===== src/rtl/rv_thread_pkg.sv =====
// Shared types and one-hot/thread-id helpers for the barrel-pipeline thread scheduler.
// The optional idle-cycle counter in rv_thread_issue is enabled with RV_ISSUE_PERF_EN.
package rv_thread_pkg;

  localparam int NTHREADS_DEF = 7;
  localparam int TID_W_DEF    = $clog2(NTHREADS_DEF);
  localparam int MAX_THREADS  = 16;

  typedef logic [TID_W_DEF-1:0] tid_t;

  // OR-reduce encoder: correct only for one-hot or all-zero inputs.
  function automatic logic [3:0] onehot2tid(input logic [MAX_THREADS-1:0] oh);
    logic [3:0] t;
    t = '0;
    for (int i = 0; i < MAX_THREADS; i++) begin
      if (oh[i]) t = t | 4'(i);
    end
    return t;
  endfunction

  function automatic logic [MAX_THREADS-1:0] tid2onehot(input logic [3:0] tid);
    return 16'(1) << tid;
  endfunction

endpackage


===== src/rtl/rv_thread_issue_if.sv =====
// Issue and retire channels between the thread scheduler and the pipeline.
// Issue: a transfer happens on a clock edge where issue_valid && issue_ready; the offer
// (issue_tid/issue_onehot) is held stable while valid && !ready. Retire is a one-cycle pulse.
interface rv_thread_issue_if #(
  parameter int NTHREADS = 7,
  parameter int TID_W    = $clog2(NTHREADS)
);
  logic                issue_valid;
  logic                issue_ready;
  logic [TID_W-1:0]    issue_tid;
  logic [NTHREADS-1:0] issue_onehot;
  logic                retire_valid;
  logic [TID_W-1:0]    retire_tid;

  modport master (
    output issue_valid, issue_tid, issue_onehot,
    input  issue_ready, retire_valid, retire_tid
  );

  modport slave (
    input  issue_valid, issue_tid, issue_onehot,
    output issue_ready, retire_valid, retire_tid
  );
endinterface


===== src/rtl/rv_rr_pick.sv =====
// Combinational rotating-priority picker: lowest set bit of mask at or above the one-hot ptr,
// wrapping to the lowest set bit overall.
module rv_rr_pick
  import rv_thread_pkg::*;
#(
  parameter int N     = 7,
  parameter int TID_W = $clog2(N)
) (
  input  logic [N-1:0]     mask,
  input  logic [N-1:0]     ptr,
  output logic             any,
  output logic [N-1:0]     onehot,
  output logic [TID_W-1:0] tid
);

  logic [N-1:0] at_or_above;
  logic [N-1:0] masked_hi;
  logic [N-1:0] sel;

  always_comb begin
    at_or_above = ~(ptr - N'(1));
    masked_hi   = mask & at_or_above;
    sel         = (|masked_hi) ? masked_hi : mask;
    // Isolate lowest set bit with two's-complement trick.
    onehot      = sel & (~sel + N'(1));
    any         = |mask;
    tid         = TID_W'(onehot2tid(MAX_THREADS'(onehot)));
  end

endmodule


===== src/rtl/rv_thread_issue.sv =====
// Round-robin hardware-thread issue scheduler with at most one in-flight instruction per thread.
// Optional feature macro: RV_ISSUE_PERF_EN enables the 32-bit idle-cycle counter.
module rv_thread_issue
  import rv_thread_pkg::*;
#(
  parameter int NTHREADS = NTHREADS_DEF,
  parameter int TID_W    = $clog2(NTHREADS)
) (
  input  logic                clk,
  input  logic                rst,
  input  logic [NTHREADS-1:0] thr_en,
  rv_thread_issue_if.master   bus,
  output logic [NTHREADS-1:0] busy,
  output logic                err,
  output logic [31:0]         perf_idle_cnt
);

  logic                issue_valid_q;
  logic [TID_W-1:0]    issue_tid_q;
  logic [NTHREADS-1:0] issue_onehot_q;
  logic [NTHREADS-1:0] busy_q;
  logic [NTHREADS-1:0] ptr_q;
  logic                err_q;

  logic [NTHREADS-1:0] elig;
  logic                pick_any;
  logic [NTHREADS-1:0] pick_onehot;
  logic [TID_W-1:0]    pick_tid;

  logic                stage_free;
  logic                load;
  logic                retire_in_range;
  logic [NTHREADS-1:0] retire_oh;
  logic                retire_ok;
  logic                retire_bad;
  logic [NTHREADS-1:0] busy_nxt;

  // Registered busy only: a thread retired this cycle is not eligible until next cycle.
  assign elig = thr_en & ~busy_q;

  rv_rr_pick #(.N(NTHREADS), .TID_W(TID_W)) u_pick (
    .mask   (elig),
    .ptr    (ptr_q),
    .any    (pick_any),
    .onehot (pick_onehot),
    .tid    (pick_tid)
  );

  always_comb begin
    stage_free      = !issue_valid_q || bus.issue_ready;
    load            = stage_free && pick_any;
    retire_in_range = int'(bus.retire_tid) < NTHREADS;
    retire_oh       = NTHREADS'(tid2onehot(4'(bus.retire_tid)));
    retire_ok       = bus.retire_valid && retire_in_range && (|(retire_oh & busy_q));
    retire_bad      = bus.retire_valid && !retire_ok;
    busy_nxt        = busy_q;
    if (retire_ok) busy_nxt = busy_nxt & ~retire_oh;
    if (load)      busy_nxt = busy_nxt | pick_onehot;
  end

  always_ff @(posedge clk) begin
    if (rst) begin
      issue_valid_q  <= 1'b0;
      issue_tid_q    <= '0;
      issue_onehot_q <= '0;
      busy_q         <= '0;
      ptr_q          <= NTHREADS'(1);
      err_q          <= 1'b0;
    end else begin
      busy_q <= busy_nxt;
      if (retire_bad) err_q <= 1'b1;
      if (load) begin
        issue_valid_q  <= 1'b1;
        issue_tid_q    <= pick_tid;
        issue_onehot_q <= pick_onehot;
        ptr_q          <= {pick_onehot[NTHREADS-2:0], pick_onehot[NTHREADS-1]};
      end else if (stage_free) begin
        // Nothing eligible: drop the offer but keep the last tid visible.
        issue_valid_q  <= 1'b0;
        issue_onehot_q <= '0;
      end
    end
  end

  assign bus.issue_valid  = issue_valid_q;
  assign bus.issue_tid    = issue_tid_q;
  assign bus.issue_onehot = issue_onehot_q;
  assign busy             = busy_q;
  assign err              = err_q;

`ifdef RV_ISSUE_PERF_EN
  logic [31:0] idle_cnt_q;

  always_ff @(posedge clk) begin
    if (rst)                 idle_cnt_q <= '0;
    else if (!issue_valid_q) idle_cnt_q <= idle_cnt_q + 32'd1;
  end

  assign perf_idle_cnt = idle_cnt_q;
`else
  assign perf_idle_cnt = '0;
`endif

endmodule


===== src/flat_wrapper.sv =====
// flat-port wrapper written by rule: the top's interface ports become plain ports
module rv_thread_issue_flat import rv_thread_pkg::*;
#(
  parameter int NTHREADS = NTHREADS_DEF,
  parameter int TID_W    = $clog2(NTHREADS)
)
  (clk, rst, thr_en, busy, err, perf_idle_cnt, bus_issue_valid, bus_issue_tid, bus_issue_onehot, bus_issue_ready, bus_retire_valid, bus_retire_tid);
  rv_thread_issue_if #(.NTHREADS(NTHREADS), .TID_W(TID_W)) bus_i ();
  input  logic clk;
  input  logic rst;
  input  logic [NTHREADS-1:0] thr_en;
  output logic [NTHREADS-1:0] busy;
  output logic err;
  output logic [31:0] perf_idle_cnt;
  output wire logic [$bits(bus_i.issue_valid)-1:0] bus_issue_valid;
  output wire logic [$bits(bus_i.issue_tid)-1:0] bus_issue_tid;
  output wire logic [$bits(bus_i.issue_onehot)-1:0] bus_issue_onehot;
  input wire logic [$bits(bus_i.issue_ready)-1:0] bus_issue_ready;
  input wire logic [$bits(bus_i.retire_valid)-1:0] bus_retire_valid;
  input wire logic [$bits(bus_i.retire_tid)-1:0] bus_retire_tid;
  assign bus_issue_valid = bus_i.issue_valid;
  assign bus_issue_tid = bus_i.issue_tid;
  assign bus_issue_onehot = bus_i.issue_onehot;
  assign bus_i.issue_ready = bus_issue_ready;
  assign bus_i.retire_valid = bus_retire_valid;
  assign bus_i.retire_tid = bus_retire_tid;
  rv_thread_issue #(.NTHREADS(NTHREADS), .TID_W(TID_W)) u_core (.clk(clk), .rst(rst), .thr_en(thr_en), .bus(bus_i), .busy(busy), .err(err), .perf_idle_cnt(perf_idle_cnt));
endmodule

===== config.mk =====
export PLATFORM = sky130hd
export DESIGN_NAME = rv_thread_issue_flat
export DESIGN_NICKNAME = d
export VERILOG_FILES = /design/src/rtl/rv_thread_pkg.sv /design/src/rtl/rv_thread_issue_if.sv /design/src/rtl/rv_rr_pick.sv /design/src/rtl/rv_thread_issue.sv /design/src/flat_wrapper.sv
export SDC_FILE = /design/constraint.sdc
export NUM_CORES = 1
export LEC_CHECK = 0
export BUFFER_PORTS_ARGS = -buffer_cell sky130_fd_sc_hd__buf_2
export CAP_MARGIN = 10
export CORE_ASPECT_RATIO = 1.1
export CORE_UTILIZATION = 50
export DETAILED_ROUTE_END_ITERATION = 16
export PLACE_DENSITY = 0.79
export SYNTH_ARGS = -nofsm -noshare
export SYNTH_HDL_FRONTEND = slang
export SYNTH_HIERARCHICAL = 1
export SYNTH_SLANG_ARGS = --single-unit
export TNS_END_PERCENT = 5

===== constraint.sdc =====
create_clock -name clk -period 3.3 [get_ports clk]
set_input_delay 0.66 -clock clk [delete_from_list [all_inputs] [get_ports clk]]
set_output_delay 0.66 -clock clk [all_outputs]
set_load 0.005 [all_outputs]

Word level (Yosys, flattened, before mapping)
Index checks and enable logic that the tools add are counted.

cells by class
  add/sub/neg operators = 2
  multiply operators = 0
  divide/modulo/power cells = 0
  $lt $le $gt $ge = 1
  eq/ne operators = 0
  shift-type cells = 1
  multiplexer cells = 13
  bitwise logic cells = 10
  reductions and logical operators = 11

operator list
  operator               number
  $and A7 B7 Y7          5
  $mux W7                5
  $not A7 Y7             4
  $reduce_or A7 Y1       3
  $mux W3                3
  $add A7 B1 Y7 const B  1
  $or A7 B7 Y7           1
  $shl A1 B3 Y7 const A  1
  $sub A7 B1 Y7 const B  1
  $logic_and A1 B1 Y1    4
  $mux W2                2
  $lt A3 B3 Y1 const B   1
  $mux W1                3
  $logic_not A1 Y1       2
  $reduce_bool A2 Y1     1
  $logic_or A1 B1 Y1     1

storage, ports and cells
  flip-flop bits (word level) = 26
  bits in latches = 0
  bits in writable memories = 0
  bits in read-only memories = 0
  bits of input ports = 14
  output and inout port bits = 51
  word-level logic and storage cells = 44
  memories kept = 0

Depth between registers and ports, before layout
  depth after elaboration = 14
  depth in mapped cells = 11
  depth with buffers taken out = 10

Hierarchy
Netlist, hierarchy kept.

modules (own cells, without submodules)
  module           times used  cells each  area an instance (sq um)  seq. area each (sq um)
  rv_thread_issue  1           151         1,278.7                   520.5
  rv_rr_pick       1           73          528.0                     0.0

Least setup slack after synthesis
No wires, ideal clock.

  kind = input port to flip-flop
  from = input thr_en[6]
  to = register u_core.issue_tid_q[2] (netlist: u_core/bus.issue_tid[2])
  library setup time = 132 ps
  arrival = 2,302 ps
  data required time = 3,168 ps
  setup slack = 866 ps
  stages on the path = 8
  path buffers = 0
  path through = nor2b_1 -> or2b_2 -> mux2i_4 -> nor3_1 -> a31o_2 -> o311a_2 -> nand3_1 -> a21oi_1

on the way
  word-level cells in the longest chain between the ends = 10
  elaborated cells on any way between the ends = 12
  classes of those cells = add/sub (1); mux (4); bitwise (4); reduce/logical (3)

ends and longest elaborated chain
  item                    line                   RTL
  from (decl)             flat_wrapper.sv:11     input logic [NTHREADS-1:0] thr_en;
  $and A7 B7 Y7 *         rv_thread_issue.sv:39  assign elig = thr_en & ~busy_q;
  $and A7 B7 Y7           rv_rr_pick.sv:22       masked_hi = mask & at_or_above;
  $reduce_or A7 Y1        rv_rr_pick.sv:23       sel = (|masked_hi) ? masked_hi : mask;
  $mux W7 *               rv_rr_pick.sv:23
  $not A7 Y7              rv_rr_pick.sv:25       onehot = sel & (~sel + N'(1));
  $add A7 B1 Y7           rv_rr_pick.sv:25
  $and A7 B7 Y7 *         rv_rr_pick.sv:25
  $mux W3 (2 in series)   rv_thread_pkg.sv:16    if (oh[i]) t = t | 4'(i);
  $mux W3 *               rv_thread_pkg.sv:16
  via u_core.pick_tid[2]  rv_thread_issue.sv:28  logic [TID_W-1:0] pick_tid;
  to (signal assigned)    rv_thread_issue.sv:74  issue_tid_q <= pick_tid;
  to (decl)               rv_thread_issue.sv:19  logic [TID_W-1:0] issue_tid_q;

Mark *: on every way through the listed nets, which the timed path passes. The rest lies on a longest branch.
A chain may end at the register's enable or synchronous reset.

Final worst setup path
  from = register u_core.ptr_q[0]
  to = register u_core.issue_tid_q[0] (netlist: u_core/bus.issue_tid[0])

on the way
  word-level cells in the longest chain between the ends = 14

ends and longest elaborated chain
  item                     line                   RTL
  from (decl)              rv_thread_issue.sv:22  logic [NTHREADS-1:0] ptr_q;
  from (signal assigned)   rv_thread_issue.sv:76  ptr_q <= {pick_onehot[NTHREADS-2:0], pick_onehot[NTHREADS-1]};
  $sub A7 B1 Y7 *          rv_rr_pick.sv:21       at_or_above = ~(ptr - N'(1));
  $not A7 Y7 *             rv_rr_pick.sv:21
  $and A7 B7 Y7 *          rv_rr_pick.sv:22
  $reduce_or A7 Y1         rv_rr_pick.sv:23
  $mux W7 *                rv_rr_pick.sv:23
  $not A7 Y7               rv_rr_pick.sv:25
  $add A7 B1 Y7            rv_rr_pick.sv:25
  $and A7 B7 Y7 *          rv_rr_pick.sv:25
  $mux W1                  rv_thread_pkg.sv:16
  $mux W2 (2 in series)    rv_thread_pkg.sv:16
  $mux W3                  rv_thread_pkg.sv:16
  $mux W3 * (2 in series)  rv_thread_pkg.sv:16
  via u_core.pick_tid[0]   rv_thread_issue.sv:28

Marks and branches as above.

==> out/qor.csv <==
stage,metric,value,unit
status,status,completed,
worst_setup_path,Reg2Reg Depth,10,
synthesis,Synth Flop Type,dfxtp_1,
worst_setup_path,Critical Path RT,3.55,ns
clocking,TritonCTS clock tree,built,
drt,Routed WL per cell,13.1,µm
placed_design,HPWL Detailed,3.08,mm
worst_hold_path,worst min path class,register to register,
power,PwrDens,480,nW/µm²
clocking,Max Root-Sink Buffers,2,
clocking,TritonCTS Buffers,3,
worst_setup_path,FF-to-FF setup slack,0.51,ns
sta,max frequency,0.358,GHz
worst_setup_path,slowest CP cell,dfxtp_1,
layout,"non-filler cells, final",297,
synthesis,sequential area share after synthesis,28.8,%
floorplanning,Die Y-Extent,65.0,µm
sta,RSZ-0062 raised after global routing,false,
worst_setup_path,crit-path cells,inv_1 > ha_1 > xnor2_1 > a222oi_1 > nand2b_1 > nor4b_1 > nor2_1 > a311oi_2 > nand3_1 > a21oi_1,
worst_setup_path,r2r endpoint,u_core/bus.issue_tid[0],
clocking,H-tree levels,1,
layout,share of layout cells above drive strength 1,19.7,%
synthesis,Post-synth EDFFs,0,
sta,Setup TNS Final,0,ns
layout,Antenna diodes,0,
clocking,Post-CTS Setup Bufs,0,
worst_setup_path,critical path type,register to register,
worst_setup_path,CP Capture Type,register,
floorplanning,die area,3860,µm²
floorplanning,IO Pins,65,
worst_setup_path,Critical Path Max Stage Delay,0.47,ns
sta,max-slew violation count,0,
sta,Final Setup Violations,0,
drt,DR vias/cell,5.34,
placed_design,Post-Place Cells,293,
worst_setup_path,CP arrival,3.04,ns
synthesis,synthesized area per cell,8.07,µm²
drt,total wire length,3.89,mm
layout,synthesis-to-layout area growth,4.02,%
worst_setup_path,Worst Setup Start Kind,register,
layout,fillers,348,
placed_design,PortBufs,32,
worst_hold_path,min-delay src,u_core/bus.issue_onehot[6],
sta,Clock Skew,0.00927,ns
layout,"Design Area, Final",1880,µm²
worst_setup_path,reg2reg start,u_core/ptr_q[0],
drt,Post-DRT Antenna Nets,0,
clocking,clk root buf,clkbuf_4,
grt,GRT Residual Overflow,0,
synthesis,post-synthesis cell area,1810,µm²
worst_hold_path,WHS Endpoint,u_core/bus.issue_onehot[6],
power,Peak supply drop,0.000362,V
worst_setup_path,CP Max Fanout,8,
power,Static Leak,0.000816,µW
clocking,worst skew pair latency,0.32,ns
floorplanning,chip width,59.3,µm
sta,fin crit period,2.79,ns
drt,# DRC,0,
synthesis,Synth warnings,6,
synthesis,Seq cells post-synth,26,
placed_design,Post-Place Cell Area,1830,µm²
grt,initial antenna violation count,0,
clocking,Resize count post-CTS,0,
synthesis,Async SR Flop Fraction,0,%
grt,All-Layer GR Usage,21.4,%
drt,1st-pass router iterations,4,
floorplanning,Core Area,3390,µm²
sta,"Hold Vio Cnt, Final",0,
sta,Tcrit/Tclk final,84.6,%
grt,largest net degree at the start of global routing,27,
grt,first-pass GRT wire length,6.40,mm
worst_hold_path,WHS Path Cells,2,
layout,post-layout net count,265,
synthesis,Synth Instances,224,
drt,Iteration-0 DRC Markers,49,
synthesis,Synth cell types,47,
placed_design,GP Congestion,0.845,
clocking,"Reg clk slew, reported paths",0.14,ns
clocking,# hold bufs at CTS,0,
clocking,CTS sink count,26,
floorplanning,initial core utilization,53.4,%
flow_run,max_cap viols,0,
drt,via count,1586,
floorplanning,row count,22,
grt,vias in the first global route,1432,
metrics by stage:
step | total power (µW) | utilization [%] | hold WS (ns) | setup slack [ns]
2_1_floorplan | 646 | - | 0.449 | 0.866
3_3_place_gp | 689 | 54.0 | 0.442 | 0.515
6_report | 902 | 55.5 | 0.468 | 0.507
3_5_place_dp | 692 | 54.0 | 0.445 | 0.461
5_1_grt | 960 | 55.5 | 0.494 | 0.140
4_1_cts | 904 | 55.5 | 0.471 | 0.515
worst max-delay path, delay by kind of cell, from the launching register on:
kind | cells | cell delay, ns
AOI/OAI and AO/OA | 3 | 0.78
xor gates and xnor gates | 1 | 0.16
and+or+nand+nor | 4 | 0.99
adders and majority gates | 1 | 0.24
DFF | 1 | 0.47
buffers and inverters | 1 | 0.07
kinds of logic (layout without fill, tap and decap cells):
family,count (synthesis),after routing,synth area share [%]
xor+xnor,3,3,1.45
simple gates,80,80,25.3
mux,5,5,3.46
other cells,1,32,0.208
flops,26,26,28.8
fa+ha+maj,1,1,0.692
buf+inv,49,43,19.0
compound gates,59,59,21.1
state kept, by name (all words and copies together), names as in the netlist:
register,cells
u_core/busy,7
u_core/err,1
u_core/bus.issue_onehot,7
u_core/bus.issue_valid,1
u_core/ptr_q,7
u_core/bus.issue_tid,3
layout by cell type, fill, tap and decap left out, types with 3 or more instances in the layout:
master     n
buf_2     32
clkbuf_4   3
xnor2_1    3
o31ai_1    4
conb_1    32
nor3_1     3
o32ai_1    3
nand3_1   13
nand2b_1   7
nor2_1    13
dfxtp_1   26
inv_1      7
nand2_1   15
nor2b_1    8
o21ai_0   16
a21oi_1   26
mux2i_1    4
final cells by class:
type	instances	area, µm²	area share [%]
multi-input combinational	180	1060	56.4
sequential	26	520	27.7
timing repair buffer	32	160	8.52
tap	48	60.1	3.20
clock inverter	1	30.0	1.60
inverter	7	26.3	1.40
clock buffer	3	22.5	1.20
worst max-delay path by stage:
stage / start / end
2_1_floorplan: thr_en[6] / u_core/bus.issue_tid[2]
3_3_place_gp: thr_en[0] / u_core/bus.issue_tid[0]
3_5_place_dp: thr_en[0] / u_core/busy[4]
4_1_cts: u_core/ptr_q[0] / u_core/bus.issue_onehot[4]
5_1_grt: u_core/ptr_q[0] / u_core/bus.issue_tid[0]
6_report: u_core/ptr_q[0] / u_core/bus.issue_tid[0]
synth_stat cells, types with 2 or more instances:
| cell type | instances | share of area (%) |
|---|---|---|
| inv_1 | 7 | 1.5 |
| o31ai_1 | 4 | 1.7 |
| a21oi_1 | 26 | 7.2 |
| and3_1 | 2 | 0.69 |
| dfxtp_1 | 26 | 29 |
| xnor2_1 | 3 | 1.5 |
| nor2_1 | 13 | 2.7 |
| nor3b_1 | 2 | 0.83 |
| buf_2 | 2 | 0.55 |
| or4b_4 | 2 | 1.5 |
| o21ai_0 | 16 | 4.4 |
| clkbuf_1 | 3 | 0.62 |
| nor3_1 | 3 | 0.83 |
| nand3b_1 | 2 | 0.83 |
| or2_2 | 2 | 0.69 |
| nand3_1 | 13 | 3.6 |
| o32ai_1 | 3 | 1.5 |
| buf_4 | 33 | 14 |
| o31a_1 | 2 | 0.97 |
| nand2b_1 | 7 | 2.4 |
| buf_6 | 3 | 1.9 |
| nand2_1 | 15 | 3.1 |
| nor2b_1 | 8 | 2.8 |
| mux2i_1 | 4 | 2.2 |
power by group:
part	internal, µW	leakage (µW)	switching [µW]
clock	123	0.0000279	91.3
combinational	132	0.000575	180
sequential	347	0.000213	28.7
per-layer routing:
layer	track usage [%]	vias to the layer above	share of wire, %
met5	0	-	0
met4	8.93	0	2.9
met3	1.60	11	4.7
met2	35.8	54	48
met1	27.9	746	44
li1	-	775	-
No activity file was read; power rests on OpenSTA's default activity.
